File: config.mk
export PLATFORM = sky130hd
export DESIGN_NAME = serial_adder_ctrl_flat
export DESIGN_NICKNAME = d
export VERILOG_FILES = /design/src/rtl/digital_basics_pkg.sv /design/src/rtl/serial_adder_ctrl_if.sv /design/src/rtl/full_adder_beh.sv /design/src/rtl/serial_adder_ctrl.sv /design/src/flat_wrapper.sv
export SDC_FILE = /design/constraint.sdc
export NUM_CORES = 1
export LEC_CHECK = 0
export CAP_MARGIN = 20
export CORE_MARGIN = 10
export CORE_UTILIZATION = 55
export DETAILED_ROUTE_END_ITERATION = 16
export GPL_TIMING_DRIVEN = 0
export HOLD_SLACK_MARGIN = 0.03
export PLACE_DENSITY = 0.89
export SLEW_MARGIN = 20
export SYNTH_ARGS = -nofsm -noshare
export SYNTH_HDL_FRONTEND = slang
export SYNTH_SLANG_ARGS = --single-unit
File: constraint.sdc
create_clock -name clk -period 2.6 [get_ports clk]
set_input_delay 0.39 -clock clk [delete_from_list [all_inputs] [get_ports clk]]
set_output_delay 0.39 -clock clk [all_outputs]
set_load 0.005 [all_outputs]
File: src/rtl/digital_basics_pkg.sv
// Shared constants for the bit-serial adder: FSM encoding, default width,
// and a gate-level incrementer so the controller carries no '+' of its own.
package digital_basics_pkg;

  typedef enum logic [1:0] {
    IDLE = 2'd0,
    RUN  = 2'd1,
    DONE = 2'd2
  } state_e;

  localparam int SERIAL_ADD_WIDTH_DEF = 8;

  // Widest index counter needed: WIDTH<=32 -> $clog2(32)+1 = 6 bits.
  localparam int IDX_W_MAX = 6;

  // Ripple incrementer built from XOR/AND so the shared full adder stays
  // the only arithmetic element in the controller.
  function automatic logic [IDX_W_MAX-1:0] idx_inc(input logic [IDX_W_MAX-1:0] v);
    logic [IDX_W_MAX-1:0] r;
    logic                 c;
    c = 1'b1;
    for (int i = 0; i < IDX_W_MAX; i++) begin
      r[i] = v[i] ^ c;
      c    = v[i] & c;
    end
    return r;
  endfunction

endpackage

File: src/rtl/serial_adder_ctrl_if.sv
// Request/result bundle between a requester and serial_adder_ctrl.
// ovf only exists when SERIAL_ADD_OVF_EN is defined.
interface serial_adder_ctrl_if
  import digital_basics_pkg::*;
#(
  parameter int WIDTH = SERIAL_ADD_WIDTH_DEF
) ();
  logic             start;
  logic [WIDTH-1:0] a;
  logic [WIDTH-1:0] b;
  logic             cin;
  logic             busy;
  logic             done;
  logic [WIDTH-1:0] sum;
  logic             cout;
`ifdef SERIAL_ADD_OVF_EN
  logic             ovf;

  modport master (output start, a, b, cin, input busy, done, sum, cout, ovf);
  modport slave  (input start, a, b, cin, output busy, done, sum, cout, ovf);
`else
  modport master (output start, a, b, cin, input busy, done, sum, cout);
  modport slave  (input start, a, b, cin, output busy, done, sum, cout);
`endif
endinterface

File: src/rtl/full_adder_beh.sv
// One-bit behavioural full adder; the single arithmetic cell that the
// serial controller time-shares across bit positions.
module full_adder_beh (
  input  logic a_i,
  input  logic b_i,
  input  logic cin_i,
  output logic sum_o,
  output logic cout_o
);
  logic [1:0] tot;

  // Two-bit total of three one-bit inputs.
  assign tot    = {1'b0, a_i} + {1'b0, b_i} + {1'b0, cin_i};
  assign sum_o  = tot[0];
  assign cout_o = tot[1];
endmodule

File: src/rtl/serial_adder_ctrl.sv
// Bit-serial adder controller: latches operands on start, feeds one bit
// per clock (LSB first) through a shared full_adder_beh, then publishes a
// registered sum/cout with a one-cycle done pulse.
// Optional: SERIAL_ADD_OVF_EN adds a registered signed-overflow output.
module serial_adder_ctrl
  import digital_basics_pkg::*;
#(
  parameter int WIDTH = SERIAL_ADD_WIDTH_DEF
) (
  input  logic               clk,
  input  logic               rst,
  serial_adder_ctrl_if.slave bus
);
  localparam int                IDX_W    = $clog2(WIDTH) + 1;
  localparam logic [IDX_W-1:0]  LAST_IDX = IDX_W'(WIDTH - 1);

  state_e             state_q;
  logic [IDX_W-1:0]   idx_q;
  logic [WIDTH-1:0]   a_sh_q, b_sh_q, sum_sh_q;
  logic [WIDTH-1:0]   sum_sh_d;
  logic               carry_q;
  logic               busy_q, done_q, cout_q;
  logic [WIDTH-1:0]   sum_q;
  logic               fa_s, fa_co;
`ifdef SERIAL_ADD_OVF_EN
  logic               ovf_q;
`endif

  full_adder_beh u_fa (
    .a_i    (a_sh_q[0]),
    .b_i    (b_sh_q[0]),
    .cin_i  (carry_q),
    .sum_o  (fa_s),
    .cout_o (fa_co)
  );

  // New sum bit enters from the MSB side so bit 0 lands at [0] after WIDTH steps.
  always_comb begin
    sum_sh_d            = sum_sh_q >> 1;
    sum_sh_d[WIDTH-1]   = fa_s;
  end

  // FSM, datapath shift registers and registered outputs.
  always_ff @(posedge clk or posedge rst) begin
    if (rst) begin
      state_q  <= IDLE;
      idx_q    <= '0;
      a_sh_q   <= '0;
      b_sh_q   <= '0;
      sum_sh_q <= '0;
      carry_q  <= 1'b0;
      busy_q   <= 1'b0;
      done_q   <= 1'b0;
      sum_q    <= '0;
      cout_q   <= 1'b0;
`ifdef SERIAL_ADD_OVF_EN
      ovf_q    <= 1'b0;
`endif
    end else begin
      case (state_q)
        IDLE: begin
          done_q <= 1'b0;
          if (bus.start) begin
            a_sh_q   <= bus.a;
            b_sh_q   <= bus.b;
            carry_q  <= bus.cin;
            sum_sh_q <= '0;
            idx_q    <= '0;
            busy_q   <= 1'b1;
            state_q  <= RUN;
          end
        end
        RUN: begin
          a_sh_q   <= a_sh_q >> 1;
          b_sh_q   <= b_sh_q >> 1;
          sum_sh_q <= sum_sh_d;
          carry_q  <= fa_co;
          idx_q    <= IDX_W'(idx_inc(IDX_W_MAX'(idx_q)));
          if (idx_q == LAST_IDX) begin
            sum_q   <= sum_sh_d;
            cout_q  <= fa_co;
`ifdef SERIAL_ADD_OVF_EN
            // carry_q is the carry into the MSB on this last step.
            ovf_q   <= carry_q ^ fa_co;
`endif
            busy_q  <= 1'b0;
            done_q  <= 1'b1;
            state_q <= DONE;
          end
        end
        DONE: begin
          done_q  <= 1'b0;
          state_q <= IDLE;
        end
        default: state_q <= IDLE;
      endcase
    end
  end

  assign bus.busy = busy_q;
  assign bus.done = done_q;
  assign bus.sum  = sum_q;
  assign bus.cout = cout_q;
`ifdef SERIAL_ADD_OVF_EN
  assign bus.ovf  = ovf_q;
`endif

endmodule
File: src/flat_wrapper.sv
// flat-port wrapper written by rule: the top's interface ports become plain ports
module serial_adder_ctrl_flat import digital_basics_pkg::*;
#(
  parameter int WIDTH = SERIAL_ADD_WIDTH_DEF
)
  (clk, rst, bus_start, bus_a, bus_b, bus_cin, bus_busy, bus_done, bus_sum, bus_cout);
  serial_adder_ctrl_if #(.WIDTH(WIDTH)) bus_i ();
  input  logic clk;
  input  logic rst;
  input wire logic [$bits(bus_i.start)-1:0] bus_start;
  input wire logic [$bits(bus_i.a)-1:0] bus_a;
  input wire logic [$bits(bus_i.b)-1:0] bus_b;
  input wire logic [$bits(bus_i.cin)-1:0] bus_cin;
  output wire logic [$bits(bus_i.busy)-1:0] bus_busy;
  output wire logic [$bits(bus_i.done)-1:0] bus_done;
  output wire logic [$bits(bus_i.sum)-1:0] bus_sum;
  output wire logic [$bits(bus_i.cout)-1:0] bus_cout;
  assign bus_i.start = bus_start;
  assign bus_i.a = bus_a;
  assign bus_i.b = bus_b;
  assign bus_i.cin = bus_cin;
  assign bus_busy = bus_i.busy;
  assign bus_done = bus_i.done;
  assign bus_sum = bus_i.sum;
  assign bus_cout = bus_i.cout;
  serial_adder_ctrl #(.WIDTH(WIDTH)) u_core (.clk(clk), .rst(rst), .bus(bus_i));
endmodule
==> reports/metrics.csv <==
stage,metric,value,unit
synthesis,yosys_warnings,0,
clock_network,root_buffer,clkbuf_4,
clock_network,clkLatencyLatePin,0.35,ns
synthesis,synth_adder_area_share,2.52,%
clock_network,htree_levels,2,
global_route,grt_overflow,0,
timing,fin_setup_tns,0,ns
timing,whs,0.335,ns
power,leakage,1.01,nW
global_route,antenna_found_initial,0,
setup_path,r2r_setup_slack,1.08,ns
setup_path,path_class,reg -> out,
synthesis,ys_types,24,
setup_path,slowest_stage,clkdlybuf4s50_1,
timing,setup_ws,0.955,ns
power,pwr-share-comb,45.1,%
global_route,grt_pass1_wl,5740,um
synthesis,synth_nets,167,
power,p_clk_share,11.9,%
setup_path,start_kind,flop,
setup_path,crit_chain,clkdlybuf4s50_1,
die,die-height,77.0,um
power,vdd_drop_max,571,uV
timing,finalMaxSlewViolations,0,
global_route,grt_pass1_vias,1267,
cells_and_area,drive_gt1_share,16.4,%
run_status,status,completed,
die,die_w,77.0,um
clock_network,clock_sink_count,41,
synthesis,synth_xor_area_share,0,%
timing,rsz0062_at_grt,no,
route,first_pass_iters,4,
timing,tightest_slew,0.399,ns
global_route,grt_max_degree,26,
route,drc_errors,0,
power,intPower,1.67,mW
placement,portBuffers,30,
die,io_pins,31,
min_path,hold_class,in -> async,
cells_and_area,stdcell_count,227,
cells_and_area,nNetsFinal,205,
timing,fin_crit_sh,63.3,%
timing,finClkSkew,0.0130,ns
route,postRouteAntennaNets,0,
cells_and_area,finish.utilization,72.3,%
die,core_region_area,3080,sq um
timing,setup_violations,0,
synthesis,synth_top_family_by_area,multiplexers,
timing,max_clock_freq,608,MHz
global_route,track_usage,11.7,%
synthesis,synth_seq_area_share,57.4,%
cells_and_area,antennaDiodeCount,0,
setup_path,cp-end-kind,output pin,
synthesis,netlist_instances,144,
timing,hold_viol,0,
route,num_vias,1192,
placement,dp.cells,219,
placement,place_congestion,0.777,
power,sequentialPowerShare,43.0,%
die,die-area,5930,sq um
setup_path,critical_path_arrival,1.26,ns
die,std_cell_rows,20,
synthesis,synth_seq_cells,41,
route,drt_iter0_markers,59,
timing,period_needed,1.65,ns
synthesis,syn_area_per_cell,12.4,sq um
setup_path,cp_num_buf_inv,1,
clock_network,cts_hold_buf,0,
synthesis,syn-cell-area,1790,sq um
clock_network,clk_path_buf_depth,2,
clock_network,numCtsBuffers,5,
setup_path,cp_data_required_time,2.21,ns
clock_network,clk_pin_slew,0.12,ns
synthesis,yosys.area_share.simple,8.05,%
setup_path,cpPeakStageDelay,0.52,ns
cells_and_area,final_area,2220,sq um
power,switching_share,34.6,%
cells_and_area,synthToLayoutAreaGrowth,24.5,%
synthesis,synth_compound_area_share,12.3,%
route,wl_per_cell,14.7,um
route,viasPerCell,5.25,
power,power,2.55,mW
run,drv_cap,0,
power,power_density,1150,nW/um^2
placement,placed_area,2170,sq um
die,initial_core_util,58.0,%
timing,relSlewSlack,73.3,%
power,p_switching,884,uW
synthesis,synthMuxAreaShare,15.5,%
route,routed_wl,3330,um
placement,dp_hpwl,2590,um
clock_network,post-cts-setup-buffer-count,0,
placement,preCtsSetupSlack,0.840,ns
setup_path,critical-path-top-delay-family,buffers and inverters,
clock_network,cts_resized,0,
setup_path,crit_fanout,2,
clock_network,cts_tree,done,
sequential cells by signal, indices dropped and copies added (netlist names):
register,count
u_core.a_sh_q,8
u_core.b_sh_q,8
u_core.bus.busy,1
u_core.bus.cout,1
u_core.bus.done,1
u_core.bus.sum,8
u_core.carry_q,1
u_core.idx_q,4
u_core.state_q,2
u_core.sum_sh_q,7
power by group through the flow:
stage,Combinational [mW],Clock [mW],Sequential [mW]
finish,1.15,0.305,1.10
global placement,1.11,0,1.09
detailed placement,1.17,0,1.11
global route,1.27,0.338,1.13
CTS,1.17,0.314,1.10
floorplan,0.817,0,1.07
cells in the final DEF, fill, tap and decap left out, types with 2 or more instances in the layout:
master,n
a21oi_1,5
a22o_1,9
buf_2,3
buf_4,3
buf_6,2
clkbuf_4,5
clkdlybuf4s50_1,30
clkinv_2,2
dfrtp_1,41
ha_1,2
inv_1,2
mux2_2,2
mux2_4,7
mux2i_1,15
nand2_1,20
nor2_1,2
nor2b_1,4
o21ai_0,14
o21ai_1,4
path summary, 6_finish.rpt:
path | start | to | depth (start not counted)
min | rst | u_core.bus.cout$_DFFE_PP0P_ | 2
max reg2reg | u_core.state_q[1]$_DFFE_PP0P_ | u_core.bus.sum[2]$_DFFE_PP0P_ | 4
min in group clk | u_core.a_sh_q[4]$_DFFE_PP0P_ | u_core.a_sh_q[4]$_DFFE_PP0P_ | 2
min reg2reg | u_core.a_sh_q[4]$_DFFE_PP0P_ | u_core.a_sh_q[4]$_DFFE_PP0P_ | 2
max in group asynchronous | rst | u_core.idx_q[2]$_DFFE_PP0P_ | 3
max | u_core.bus.sum[6]$_DFFE_PP0P_ | bus_sum[6] | 1
cell type report:
type	instances	area [sq um]
Sequential cell	41	1030
Fill cell	218	853
Multi-Input combinational cell	91	686
Timing Repair Buffer	31	328
Buffer	9	63.8
Tap cell	44	55.1
Clock buffer	5	37.5
Clock inverter	3	17.5
Inverter	3	11.3
cells in the mapped netlist:
library cell / n / area share (%)
a31oi_1: 1 / 0.35
buf_2: 3 / 0.84
a21o_1: 1 / 0.42
inv_1: 3 / 0.63
mux2i_1: 15 / 8.4
nor3_4: 1 / 0.91
mux2_4: 7 / 5.9
clkbuf_1: 1 / 0.21
dfrtp_1: 41 / 57
o21ai_0: 14 / 3.9
a21oi_1: 5 / 1.4
nand2b_4: 1 / 0.77
mux2_2: 2 / 1.3
nor2_1: 2 / 0.42
fa_1: 1 / 1.1
o21ai_1: 4 / 1.1
o21bai_2: 1 / 0.63
ha_1: 2 / 1.4
a22o_1: 9 / 4.4
buf_4: 3 / 1.3
and2_1: 1 / 0.35
nor2b_1: 4 / 1.4
nand2_1: 20 / 4.2
buf_6: 2 / 1.3
per-layer routing:
metal	GRT usage (%)	share of wire, %
met2	19.1	49
met4	4.56	1.6
met3	4.43	5.2
met1	13.7	44
met5	0	0
kinds of logic after synthesis:
kind of cell,after synthesis
adder cells (fa/ha/maj),3
AO/OA/AOI/OAI,35
flip-flops,41
AND/OR/NAND/NOR,29
multiplexers,24
buffers and inverters,12
Power figures use the tool's default switching activity.
